$ cat src/rtl/ula_pkg.sv
// ula_pkg: op codes and FSM state encoding for ula_multdiv.
// The DIV state exists only when ULA_DIV_EN is defined.
package ula_pkg;
  localparam logic [3:0] ULA_ADD   = 4'h0;
  localparam logic [3:0] ULA_SUB   = 4'h1;
  localparam logic [3:0] ULA_AND   = 4'h2;
  localparam logic [3:0] ULA_OR    = 4'h3;
  localparam logic [3:0] ULA_XOR   = 4'h4;
  localparam logic [3:0] ULA_NOR   = 4'h5;
  localparam logic [3:0] ULA_SLT   = 4'h6;
  localparam logic [3:0] ULA_SLTU  = 4'h7;
  localparam logic [3:0] ULA_MULT  = 4'h8;
  localparam logic [3:0] ULA_MULTU = 4'h9;
  localparam logic [3:0] ULA_DIV   = 4'hA;
  localparam logic [3:0] ULA_DIVU  = 4'hB;
  localparam logic [3:0] ULA_MFHI  = 4'hC;
  localparam logic [3:0] ULA_MFLO  = 4'hD;
  localparam logic [3:0] ULA_MTHI  = 4'hE;
  localparam logic [3:0] ULA_MTLO  = 4'hF;
  localparam logic [1:0] ST_IDLE = 2'd0;
  localparam logic [1:0] ST_MUL  = 2'd1;
`ifdef ULA_DIV_EN
  localparam logic [1:0] ST_DIV  = 2'd2;
`endif
  localparam logic [1:0] ST_FIN  = 2'd3;
endpackage

$ cat src/rtl/ula_iter_core.sv
// ula_iter_core: shift-add multiplier / restoring divider on operand magnitudes, one bit per cycle.
// Divider datapath present only with ULA_DIV_EN; hi/lo carry the sign-corrected result.
module ula_iter_core #(parameter int WIDTH = 32) (
  input  logic             clk,
  input  logic             reset,
  input  logic             load,
  input  logic             is_signed,
  input  logic             is_div,
  input  logic [WIDTH-1:0] a,
  input  logic [WIDTH-1:0] b,
  output logic             busy,
  output logic             last,
  output logic [WIDTH-1:0] hi,
  output logic [WIDTH-1:0] lo
);
  localparam int CW = $clog2(WIDTH);
  logic [2*WIDTH:0] acc_q, acc_d;
  logic [WIDTH-1:0] mag_q, mag_d, ma, mb;
  logic [CW-1:0] cnt_q, cnt_d;
  logic run_q, run_d, neg_q, neg_d;
  logic [WIDTH:0] sum;
  logic [2*WIDTH-1:0] prod;
`ifdef ULA_DIV_EN
  logic div_q, div_d, rneg_q, rneg_d;
  logic [2*WIDTH:0] sh;
  logic [WIDTH+1:0] diff;
`else
  logic unused_div;
  assign unused_div = is_div;
`endif
  assign busy = run_q;
  assign last = run_q && cnt_q == CW'(WIDTH-1);
  always_comb begin
    ma = is_signed && a[WIDTH-1] ? -a : a;
    mb = is_signed && b[WIDTH-1] ? -b : b;
    sum = acc_q[2*WIDTH:WIDTH] + (acc_q[0] ? {1'b0, mag_q} : '0);
    prod = neg_q ? -acc_q[2*WIDTH-1:0] : acc_q[2*WIDTH-1:0];
    acc_d = acc_q;
    mag_d = mag_q;
    cnt_d = cnt_q;
    run_d = run_q;
    neg_d = neg_q;
`ifdef ULA_DIV_EN
    div_d = div_q;
    rneg_d = rneg_q;
    sh = acc_q << 1;
    diff = {1'b0, sh[2*WIDTH:WIDTH]} - {2'b00, mag_q};
    hi = div_q ? (rneg_q ? -acc_q[2*WIDTH-1:WIDTH] : acc_q[2*WIDTH-1:WIDTH]) : prod[2*WIDTH-1:WIDTH];
    lo = div_q ? (neg_q ? -acc_q[WIDTH-1:0] : acc_q[WIDTH-1:0]) : prod[WIDTH-1:0];
`else
    hi = prod[2*WIDTH-1:WIDTH];
    lo = prod[WIDTH-1:0];
`endif
    if (load) begin
      run_d = 1'b1;
      cnt_d = '0;
      neg_d = is_signed && (a[WIDTH-1] ^ b[WIDTH-1]);
`ifdef ULA_DIV_EN
      div_d = is_div;
      rneg_d = is_signed && a[WIDTH-1];
      acc_d = {{(WIDTH+1){1'b0}}, is_div ? ma : mb};
      mag_d = is_div ? mb : ma;
`else
      acc_d = {{(WIDTH+1){1'b0}}, mb};
      mag_d = ma;
`endif
    end else if (run_q) begin
      cnt_d = cnt_q + CW'(1);
      run_d = !last;
`ifdef ULA_DIV_EN
      acc_d = div_q ? (diff[WIDTH+1] ? sh : {diff[WIDTH:0], sh[WIDTH-1:1], 1'b1}) : {sum, acc_q[WIDTH-1:0]} >> 1;
`else
      acc_d = {sum, acc_q[WIDTH-1:0]} >> 1;
`endif
    end
  end
  always_ff @(posedge clk) begin
    if (reset) begin
      acc_q <= '0;
      mag_q <= '0;
      cnt_q <= '0;
      run_q <= 1'b0;
      neg_q <= 1'b0;
`ifdef ULA_DIV_EN
      div_q <= 1'b0;
      rneg_q <= 1'b0;
`endif
    end else begin
      acc_q <= acc_d;
      mag_q <= mag_d;
      cnt_q <= cnt_d;
      run_q <= run_d;
      neg_q <= neg_d;
`ifdef ULA_DIV_EN
      div_q <= div_d;
      rneg_q <= rneg_d;
`endif
    end
  end
endmodule

$ cat src/rtl/ula_multdiv.sv
// ula_multdiv: sequential ALU with single-cycle ops, iterative MULT/DIV into HI/LO and start/busy/done.
// Define ULA_DIV_EN to build the divider; otherwise DIV/DIVU complete in one cycle with no effect.
module ula_multdiv import ula_pkg::*; #(parameter int WIDTH = 32) (
  input  logic             clk,
  input  logic             reset,
  input  logic [WIDTH-1:0] a_in,
  input  logic [WIDTH-1:0] b_in,
  input  logic [3:0]       ula_op,
  input  logic             start,
  output logic             busy,
  output logic             done,
  output logic [WIDTH-1:0] result,
  output logic             zero,
  output logic             overflow,
  output logic             div_zero
);
  logic [1:0] state_q, state_d;
  logic [WIDTH-1:0] hi_q, hi_d, lo_q, lo_d, res_q, res_d, alu, sum_ab, dif_ab, core_hi, core_lo;
  logic zero_q, zero_d, ovf_q, ovf_d, done_q, done_d, dz_q, dz_d;
  logic alu_ovf, single, core_load, core_busy, core_last;
`ifdef ULA_DIV_EN
  logic dzc_q, dzc_d;
  logic [WIDTH-1:0] opa_q, opa_d;
`endif
  assign busy = state_q != ST_IDLE || core_busy;
  assign done = done_q;
  assign result = res_q;
  assign zero = zero_q;
  assign overflow = ovf_q;
  assign div_zero = dz_q;
  assign sum_ab = a_in + b_in;
  assign dif_ab = a_in - b_in;
  assign single = !ula_op[3] || ula_op[3:2] == 2'b11;
  ula_iter_core #(.WIDTH(WIDTH)) u_core (
    .clk(clk), .reset(reset), .load(core_load), .is_signed(!ula_op[0]), .is_div(ula_op[1]),
    .a(a_in), .b(b_in), .busy(core_busy), .last(core_last), .hi(core_hi), .lo(core_lo)
  );
  always_comb begin
    case (ula_op)
      ULA_ADD:  alu = sum_ab;
      ULA_SUB:  alu = dif_ab;
      ULA_AND:  alu = a_in & b_in;
      ULA_OR:   alu = a_in | b_in;
      ULA_XOR:  alu = a_in ^ b_in;
      ULA_NOR:  alu = ~(a_in | b_in);
      ULA_SLT:  alu = {{(WIDTH-1){1'b0}}, $signed(a_in) < $signed(b_in)};
      ULA_SLTU: alu = {{(WIDTH-1){1'b0}}, a_in < b_in};
      ULA_MFHI: alu = hi_q;
      ULA_MFLO: alu = lo_q;
      default:  alu = a_in;
    endcase
    alu_ovf = ula_op == ULA_ADD ? a_in[WIDTH-1] == b_in[WIDTH-1] && sum_ab[WIDTH-1] != a_in[WIDTH-1] :
              ula_op == ULA_SUB ? a_in[WIDTH-1] != b_in[WIDTH-1] && dif_ab[WIDTH-1] != a_in[WIDTH-1] : 1'b0;
    state_d = state_q;
    hi_d = hi_q;
    lo_d = lo_q;
    res_d = res_q;
    zero_d = zero_q;
    ovf_d = ovf_q;
    dz_d = dz_q;
    done_d = 1'b0;
    core_load = 1'b0;
`ifdef ULA_DIV_EN
    dzc_d = dzc_q;
    opa_d = opa_q;
`endif
    case (state_q)
      ST_IDLE: if (start) begin
        ovf_d = alu_ovf;
        if (single) begin
          done_d = 1'b1;
          if (ula_op[3:1] != 3'b111) begin
            res_d = alu;
            zero_d = alu == '0;
          end
          hi_d = ula_op == ULA_MTHI ? a_in : hi_q;
          lo_d = ula_op == ULA_MTLO ? a_in : lo_q;
        end else if (!ula_op[1]) begin
          core_load = 1'b1;
          state_d = ST_MUL;
        end else begin
`ifdef ULA_DIV_EN
          dz_d = b_in == '0;
          dzc_d = b_in == '0;
          opa_d = a_in;
          core_load = b_in != '0;
          state_d = b_in == '0 ? ST_FIN : ST_DIV;
`else
          done_d = 1'b1;
`endif
        end
      end
      ST_MUL: state_d = core_last ? ST_FIN : ST_MUL;
`ifdef ULA_DIV_EN
      ST_DIV: state_d = core_last ? ST_FIN : ST_DIV;
      default: begin
        hi_d = dzc_q ? opa_q : core_hi;
        lo_d = dzc_q ? '1 : core_lo;
        state_d = ST_IDLE;
        done_d = 1'b1;
      end
`else
      default: begin
        hi_d = core_hi;
        lo_d = core_lo;
        state_d = ST_IDLE;
        done_d = 1'b1;
      end
`endif
    endcase
  end
  always_ff @(posedge clk) begin
    if (reset) begin
      state_q <= ST_IDLE;
      hi_q <= '0;
      lo_q <= '0;
      res_q <= '0;
      zero_q <= 1'b1;
      ovf_q <= 1'b0;
      done_q <= 1'b0;
      dz_q <= 1'b0;
`ifdef ULA_DIV_EN
      dzc_q <= 1'b0;
      opa_q <= '0;
`endif
    end else begin
      state_q <= state_d;
      hi_q <= hi_d;
      lo_q <= lo_d;
      res_q <= res_d;
      zero_q <= zero_d;
      ovf_q <= ovf_d;
      done_q <= done_d;
      dz_q <= dz_d;
`ifdef ULA_DIV_EN
      dzc_q <= dzc_d;
      opa_q <= opa_d;
`endif
    end
  end
endmodule

$ cat config.mk
export PLATFORM = sky130hd
export DESIGN_NAME = ula_multdiv
export DESIGN_NICKNAME = d
export VERILOG_FILES = /design/src/rtl/ula_pkg.sv /design/src/rtl/ula_iter_core.sv /design/src/rtl/ula_multdiv.sv
export SDC_FILE = /design/constraint.sdc
export NUM_CORES = 1
export LEC_CHECK = 0
export BUFFER_PORTS_ARGS = -buffer_cell sky130_fd_sc_hd__buf_4
export CAP_MARGIN = 5
export CORE_MARGIN = 5
export CORE_UTILIZATION = 55
export CTS_BUF_LIST = sky130_fd_sc_hd__clkbuf_8
export DETAILED_ROUTE_END_ITERATION = 6
export HOLD_SLACK_MARGIN = 0.03
export PLACE_DENSITY = 0.77
export SLEW_MARGIN = 30
export SYNTH_ARGS = -nofsm -noshare
export SYNTH_HDL_FRONTEND = slang
export SYNTH_HIERARCHICAL = 1
export SYNTH_SLANG_ARGS = --single-unit
$ cat constraint.sdc
create_clock -name clk -period 9.2 [get_ports clk]
set_input_delay 2.3 -clock clk [delete_from_list [all_inputs] [get_ports clk]]
set_output_delay 2.3 -clock clk [all_outputs]
set_load 0.05 [all_outputs]
==> results.py, run 1 <==
metrics = {
    "final_layout": {
        "final_util_pct": 60.2,
        "fin_cells": 3186,
        "finalNetCount": 2908,
        "area_growth_pct": 7.79,
        "drive_gt1_share_pct": 9.32,
        "antennaDiodeCount": 0,
    },
    "sta": {
        "worstMarginPinSlew_ps": 1070,
        "setup_viol_count_final": 0,
        "hold_violations": 0,
        "fin_crit_sh_pct": 70.4,
        "final.setup.tns_ps": 0,
        "rsz0062_at_grt": "no",
        "timing.fmax_mhz": 154,
        "clock_skew_ps": 31.4,
        "min_period_ps": 6470,
        "relSlewSlack_pct": 28.6,
        "drv_slew": 0,
        "layout_setup_ws_ps": 2730,
    },
    "pwr": {
        "p_leak_nw": 8.26,
        "p_seq_share_pct": 34.9,
        "irDropWorstVdd_mv": 0.120,
        "clock_power_share_pct": 32.8,
        "p_sw_share_pct": 38.8,
        "switchingPower_mw": 1.04,
        "intPower_mw": 1.65,
        "pwr-share-comb_pct": 32.3,
        "power.density_nw_per_um2": 126,
    },
    "worst_setup_path": {
        "crit_arrival_ps": 7000,
        "r2r_end": "hi_q[29]",
        "start_kind": "input pin",
        "rr_worst_depth": 9,
        "end_kind": "flip-flop",
        "r2r_start": "u_core/acc_q[7]",
        "crit_type": "in -> reg",
        "crit_fanout": 46,
        "worstSetupStartpoint": "ula_op[0]",
        "crit_required_ps": 9730,
        "r2r_slack_ps": 5000,
        "crit_end": "zero",
    },
    "routing": {
        "highest_layer": "met4",
        "vias_per_cell": 6.89,
        "m1WireLength_um": 33100,
        "ant_nets": 0,
        "vias": 21945,
        "drt_iter0_markers": 2954,
        "wl_met2_um": 34200,
        "drc": 0,
        "dr_wl_met3_um": 8560,
        "drt-total-wl_um": 79900,
        "drt-pass1-iter-count": 7,
        "wl_per_cell_um": 25.1,
    },
    "flow_run": {
        "cap_violations": 0,
    },
    "synth": {
        "synth.avg_cell_area_sq_um": 7.30,
        "synth_edf_count": 0,
        "synth_top_area_share_pct": 20.6,
        "synthesis.area_sq_um": 19900,
        "seq_area_frac_synth_pct": 20.6,
        "yosys_most_used_dff": "dfxtp_1",
        "synth_largest_area_cell": "dfxtp_1",
        "postSynthCellCount": 2720,
        "yosysMostFrequentCell": "nor2_1",
        "ys_ff_latch": 204,
        "synth_warnings": 6,
        "synth.area.top_cells": "dfxtp_1 21%, ha_1 8.4%, nor2_1 6.3%",
        "ys_async_sr_fraction_pct": 0,
        "ys_types": 101,
        "syn_nets": 2928,
        "synthTopCellsByCount": "333 x nor2_1, 239 x a21oi_1, 204 x dfxtp_1",
    },
    "cts": {
        "path_clk_slew_ps": 60,
        "clockBufferDepth": 3,
        "numClockSinks": 204,
        "post-cts-setup-buffer-count": 0,
        "ctsResizeCount": 0,
        "cts_hold_buf": 0,
        "cts_tree": "done",
        "cts-root-buf": "clkbuf_8",
        "htree_levels": 2,
        "numCtsBuffers": 38,
        "worstSkewPairLatency_ps": 610,
    },
    "place": {
        "place.gp.congestion": 1.01,
        "place_ws_ps": 2290,
        "post-place-cells": 3121,
        "dp_hpwl_um": 61100,
        "portBuffers": 106,
    },
    "global_route": {
        "grt_pass1_wl_um": 121000,
        "grt_pass1_vias": 20512,
        "grt_antenna_before_repair": 0,
        "grt_max_degree": 97,
        "overflow": 0,
        "grt_use_total_pct": 38.5,
    },
    "floorplanning": {
        "fp.dieH_um": 200,
        "die_area_sq_um": 40000,
        "start_util_pct": 55.8,
        "io_pins": 108,
        "core_sq_um": 35600,
        "num_rows": 69,
        "fp.dieW_um": 200,
    },
    "min_path": {
        "hold_path_class": "reg -> reg",
    },
    "run_status": {
        "status": "complete, no violations",
    },
}
==> placed cells by master (no fill, tap or decap), types with 55 or more instances in the layout <==
master    netlist  layout
nand3_1        55      55
nor2_1        333     333
inv_1         120     135
a211oi_1      149     149
o21ai_0       159     159
buf_4           7     134
xnor2_1       105     105
dfxtp_1       204     202
a21oi_1       239     239
ha_1          134     134
nor3_1         62      61
nand2_1       162     161
==> registers in the layout, summed over array words and instances, names as in the netlist <==
| signal | cells |
|---|---|
| done | 1 |
| hi_q | 32 |
| lo_q | 32 |
| overflow | 1 |
| result | 32 |
| state_q | 2 |
| u_core/acc_q | 64 |
| u_core/busy | 1 |
| u_core/cnt_q | 5 |
| u_core/mag_q | 32 |
| u_core/neg_q | 1 |
| zero | 1 |
==> kinds of logic (layout without fill, tap and decap cells) <==
logic type | count (synthesis) | after routing | synth area share [%]
AO/OA/AOI/OAI | 945 | 945 | 32.1
XOR/XNOR | 143 | 143 | 6.31
adder cells (fa/ha/maj) | 137 | 137 | 8.74
buffers and inverters | 317 | 322 | 6.57
flip-flops | 204 | 204 | 20.6
multiplexers | 55 | 55 | 2.85
other | 1 | 1 | 0.0189
AND/OR/NAND/NOR | 918 | 918 | 22.9
==> through the flow <==
step	total power, mW	hold WS, ps	cell area (sq um)
2_1_floorplan	1.51	417	19900
3_3_place_gp	1.79	433	20600
3_5_place_dp	1.79	438	20700
4_1_cts	2.67	458	21400
5_1_grt	2.80	473	21400
6_report	2.69	456	21400
==> power by group through the flow <==
stage | Combinational [mW] | Sequential, mW | Clock, mW
4_1_cts | 0.837 | 0.939 | 0.897
6_report | 0.869 | 0.940 | 0.882
2_1_floorplan | 0.512 | 0.995 | 0
3_5_place_dp | 0.834 | 0.958 | 0
5_1_grt | 0.920 | 0.943 | 0.939
3_3_place_gp | 0.830 | 0.957 | 0
==> area by class of cell <==
class	instances	area, sq um
inverter	123	462
sequential	204	4090
clock inverter	21	131
tap	461	577
clock buffer	44	606
fill	3376	14200
timing repair buffer	134	1010
multi-input combinational	2199	14500
==> how the worst min path moves through the flow <==
| stage | to | depth (start not counted) | start |
|---|---|---|---|
| floorplan | u_core/mag_q[13] | 2 | u_core/mag_q[13] |
| global placement | u_core/mag_q[27] | 2 | u_core/mag_q[27] |
| global route | u_core/mag_q[25] | 2 | u_core/mag_q[25] |
| finish | u_core/mag_q[25] | 2 | u_core/mag_q[25] |
| CTS | u_core/mag_q[18] | 2 | u_core/mag_q[18] |
| detailed placement | u_core/mag_q[18] | 2 | u_core/mag_q[18] |
==> layer usage <==
| metal | vias up | GRT usage (%) |
|---|---|---|
| li1 | 10017 | - |
| met1 | 10377 | 53.1 |
| met2 | 1309 | 58.4 |
| met3 | 242 | 7.89 |
| met4 | 0 | 16.8 |
| met5 | - | 0 |
==> worst max-delay path, stage by stage <==
cell       delay [ps]
buf_4             270
buf_4             330
inv_2             430
nor4_2             60
buf_4             320
a221o_1           410
a211oi_1          480
o22ai_1           180
a2111oi_2         660
nand4_1           160
nor4_1            350
nand4_1           200
or4_1             540
o31ai_1           230
(Power assumes the default switching activity.)
==> run 2: changes to the inputs <==
--- a/config.mk
+++ b/config.mk
@@ -12,7 +12,7 @@
 export CTS_BUF_LIST = sky130_fd_sc_hd__clkbuf_8
 export DETAILED_ROUTE_END_ITERATION = 6
 export HOLD_SLACK_MARGIN = 0.03
-export PLACE_DENSITY = 0.77
+export PLACE_DENSITY = 0.8
 export SLEW_MARGIN = 30
 export SYNTH_ARGS = -nofsm -noshare
 export SYNTH_HDL_FRONTEND = slang
==> constraint.sdc (replaced) <==
create_clock -name clk -period 5.35 [get_ports clk]
set_input_delay 1.3375 -clock clk [delete_from_list [all_inputs] [get_ports clk]]
set_output_delay 1.3375 -clock clk [all_outputs]
set_load 0.05 [all_outputs]
==> results.py, run 2 (synthesis gave the netlist of run 1 again) <==
metrics = {
    "run_status": {
        "status": "complete, no violations",
    },
    "global_route": {
        "grt_pass1_wl_um": 128000,
        "overflow": 0,
        "grt_pass1_vias": 21791,
        "grt_use_total_pct": 41.6,
        "grt_antenna_before_repair": 2,
        "grt_max_degree": 94,
    },
    "place": {
        "dp_hpwl_um": 66900,
        "place.gp.congestion": 1.06,
        "place_ws_ps": -15.9,
        "portBuffers": 106,
    },
    "min_path": {
        "hold_path_class": "reg -> reg",
    },
    "cts": {
        "cts-root-buf": "clkbuf_8",
        "path_clk_slew_ps": 60,
        "cts_tree": "done",
        "numCtsBuffers": 38,
        "htree_levels": 2,
        "numClockSinks": 204,
        "cts_hold_buf": 0,
        "worstSkewPairLatency_ps": 630,
        "ctsResizeCount": 0,
        "post-cts-setup-buffer-count": 0,
        "clockBufferDepth": 3,
    },
    "routing": {
        "drt-total-wl_um": 86400,
        "vias_per_cell": 6.85,
        "drt-pass1-iter-count": 6,
        "wl_per_cell_um": 25.6,
        "drc": 0,
        "vias": 23135,
        "ant_nets": 0,
        "drt_iter0_markers": 2950,
    },
    "sta": {
        "setup_viol_count_final": 0,
        "min_period_ps": 4900,
        "layout_setup_ws_ps": 450,
        "timing.fmax_mhz": 204,
        "relSlewSlack_pct": 20.0,
        "drv_slew": 0,
        "rsz0062_at_grt": "no",
        "clock_skew_ps": 31.9,
        "hold_violations": 0,
        "fin_crit_sh_pct": 91.6,
        "worstMarginPinSlew_ps": 1190,
    },
    "worst_setup_path": {
        "crit_fanout": 3,
        "crit_family": "compound AO/OA/AOI/OAI gates",
        "cp_common_cell": "buf_4",
        "crit_arrival_ps": 5420,
        "crit_chain": "buf_4, inv_1, ha_1, fa_1, nor2_1, o311ai_2, buf_4, nor3_1, buf_4, nor2_1, o31ai_1, xnor2_1, a221oi_1, a21oi_1, a211o_1, or4_1, o31ai_1",
        "crit_type": "in -> reg",
        "max_stage_delay_ps": 560,
        "start_kind": "input pin",
        "worst-path-buf-inv": 4,
        "end_kind": "flip-flop",
        "crit_required_ps": 5870,
        "slowest_stage": "a221oi_1",
    },
    "floorplanning": {
        "start_util_pct": 55.8,
        "num_rows": 69,
        "die_area_sq_um": 40000,
        "fp.dieH_um": 200,
        "io_pins": 108,
        "fp.dieW_um": 200,
        "core_sq_um": 35600,
    },
    "flow_run": {
        "cap_violations": 0,
    },
    "pwr": {
        "p_leak_nw": 9.18,
        "pwr-share-comb_pct": 34.5,
        "irDropWorstVdd_mv": 0.252,
        "intPower_mw": 3.01,
        "power.density_nw_per_um2": 215,
        "switchingPower_mw": 1.90,
        "power.total_mw": 4.91,
        "clock_power_share_pct": 32.6,
        "p_sw_share_pct": 38.6,
        "p_seq_share_pct": 32.9,
    },
    "final_layout": {
        "final_common_cell": "nor2_1",
        "finalNetCount": 3096,
        "drive_gt1_share_pct": 15.1,
        "antennaDiodeCount": 0,
        "nFillCells": 3243,
        "largest_reg_flops": 64,
        "final_cell_mix": "333 x nor2_1, 318 x buf_4, 239 x a21oi_1, 202 x dfxtp_1, 162 x nand2_1",
        "regMostFlops": "u_core/acc_q",
        "final_util_pct": 64.3,
        "area_growth_pct": 15.1,
    },
}
[run 2: cell types whose count changed in the layout (fill, tap and decap cells not counted), sizes merged]
cell      change
clkbuf        +3
inv           -3
buf         +188
clkinvlp      +1
[run 2: final timing paths]
path / startpoint / end / slack [ps] / depth (start not counted)
setup / recovery: a_in[0] / zero / 450 / 17
hold / removal: u_core/mag_q[14] / u_core/mag_q[14] / 460 / 2
setup reg to reg: u_core/acc_q[2] / hi_q[27] / 1340 / 10
hold reg to reg: u_core/mag_q[14] / u_core/mag_q[14] / 460 / 2
[run 2: final cells by class]
class	instances	area [sq um]	area share (%)
multi-input combinational	2199	14500	63.4
sequential	204	4090	17.9
timing repair buffer	322	2460	10.8
clock buffer	47	647	2.83
tap	461	577	2.52
inverter	123	462	2.02
clock inverter	19	129	0.564
[run 2: worst reg2reg max path, cell delays in order, from the launching register on]
cell	delay [ps]
dfxtp_1	380
or4_1	650
nor4_2	490
nand4_1	160
buf_4	220
or4_1	590
or4_4	580
o21ai_0	280
xnor2_1	210
a21oi_1	120
a211oi_1	270
[run 2: through the flow]
step	TNS, ps	cells	instance area [sq um]	hold WS [ps]
2_1_floorplan	0	2720	19900	417
5_1_grt	0	3375	22900	471
3_3_place_gp	-17.3	3309	22100	432
4_1_cts	0	3375	22900	457
6_report	0	3375	22900	461
3_5_place_dp	-15.9	3309	22100	444
[run 2: per-layer routing]
layer	track usage, %	vias to the layer above	share of wire [%]
li1	-	10384	-
met2	64.4	1486	43
met5	0	-	0.032
met4	24.6	4	7.5
met3	10.1	355	11
met1	52.6	10906	39
[run 2: power groups by stage]
stage | clock [mW] | sequential [mW] | combinational (mW)
after floorplan | 0 | 1.71 | 0.881
after global placement | 0 | 1.65 | 1.61
final | 1.60 | 1.62 | 1.69
after CTS | 1.61 | 1.62 | 1.63
after global routing | 1.69 | 1.62 | 1.78
after detailed placement | 0 | 1.65 | 1.62
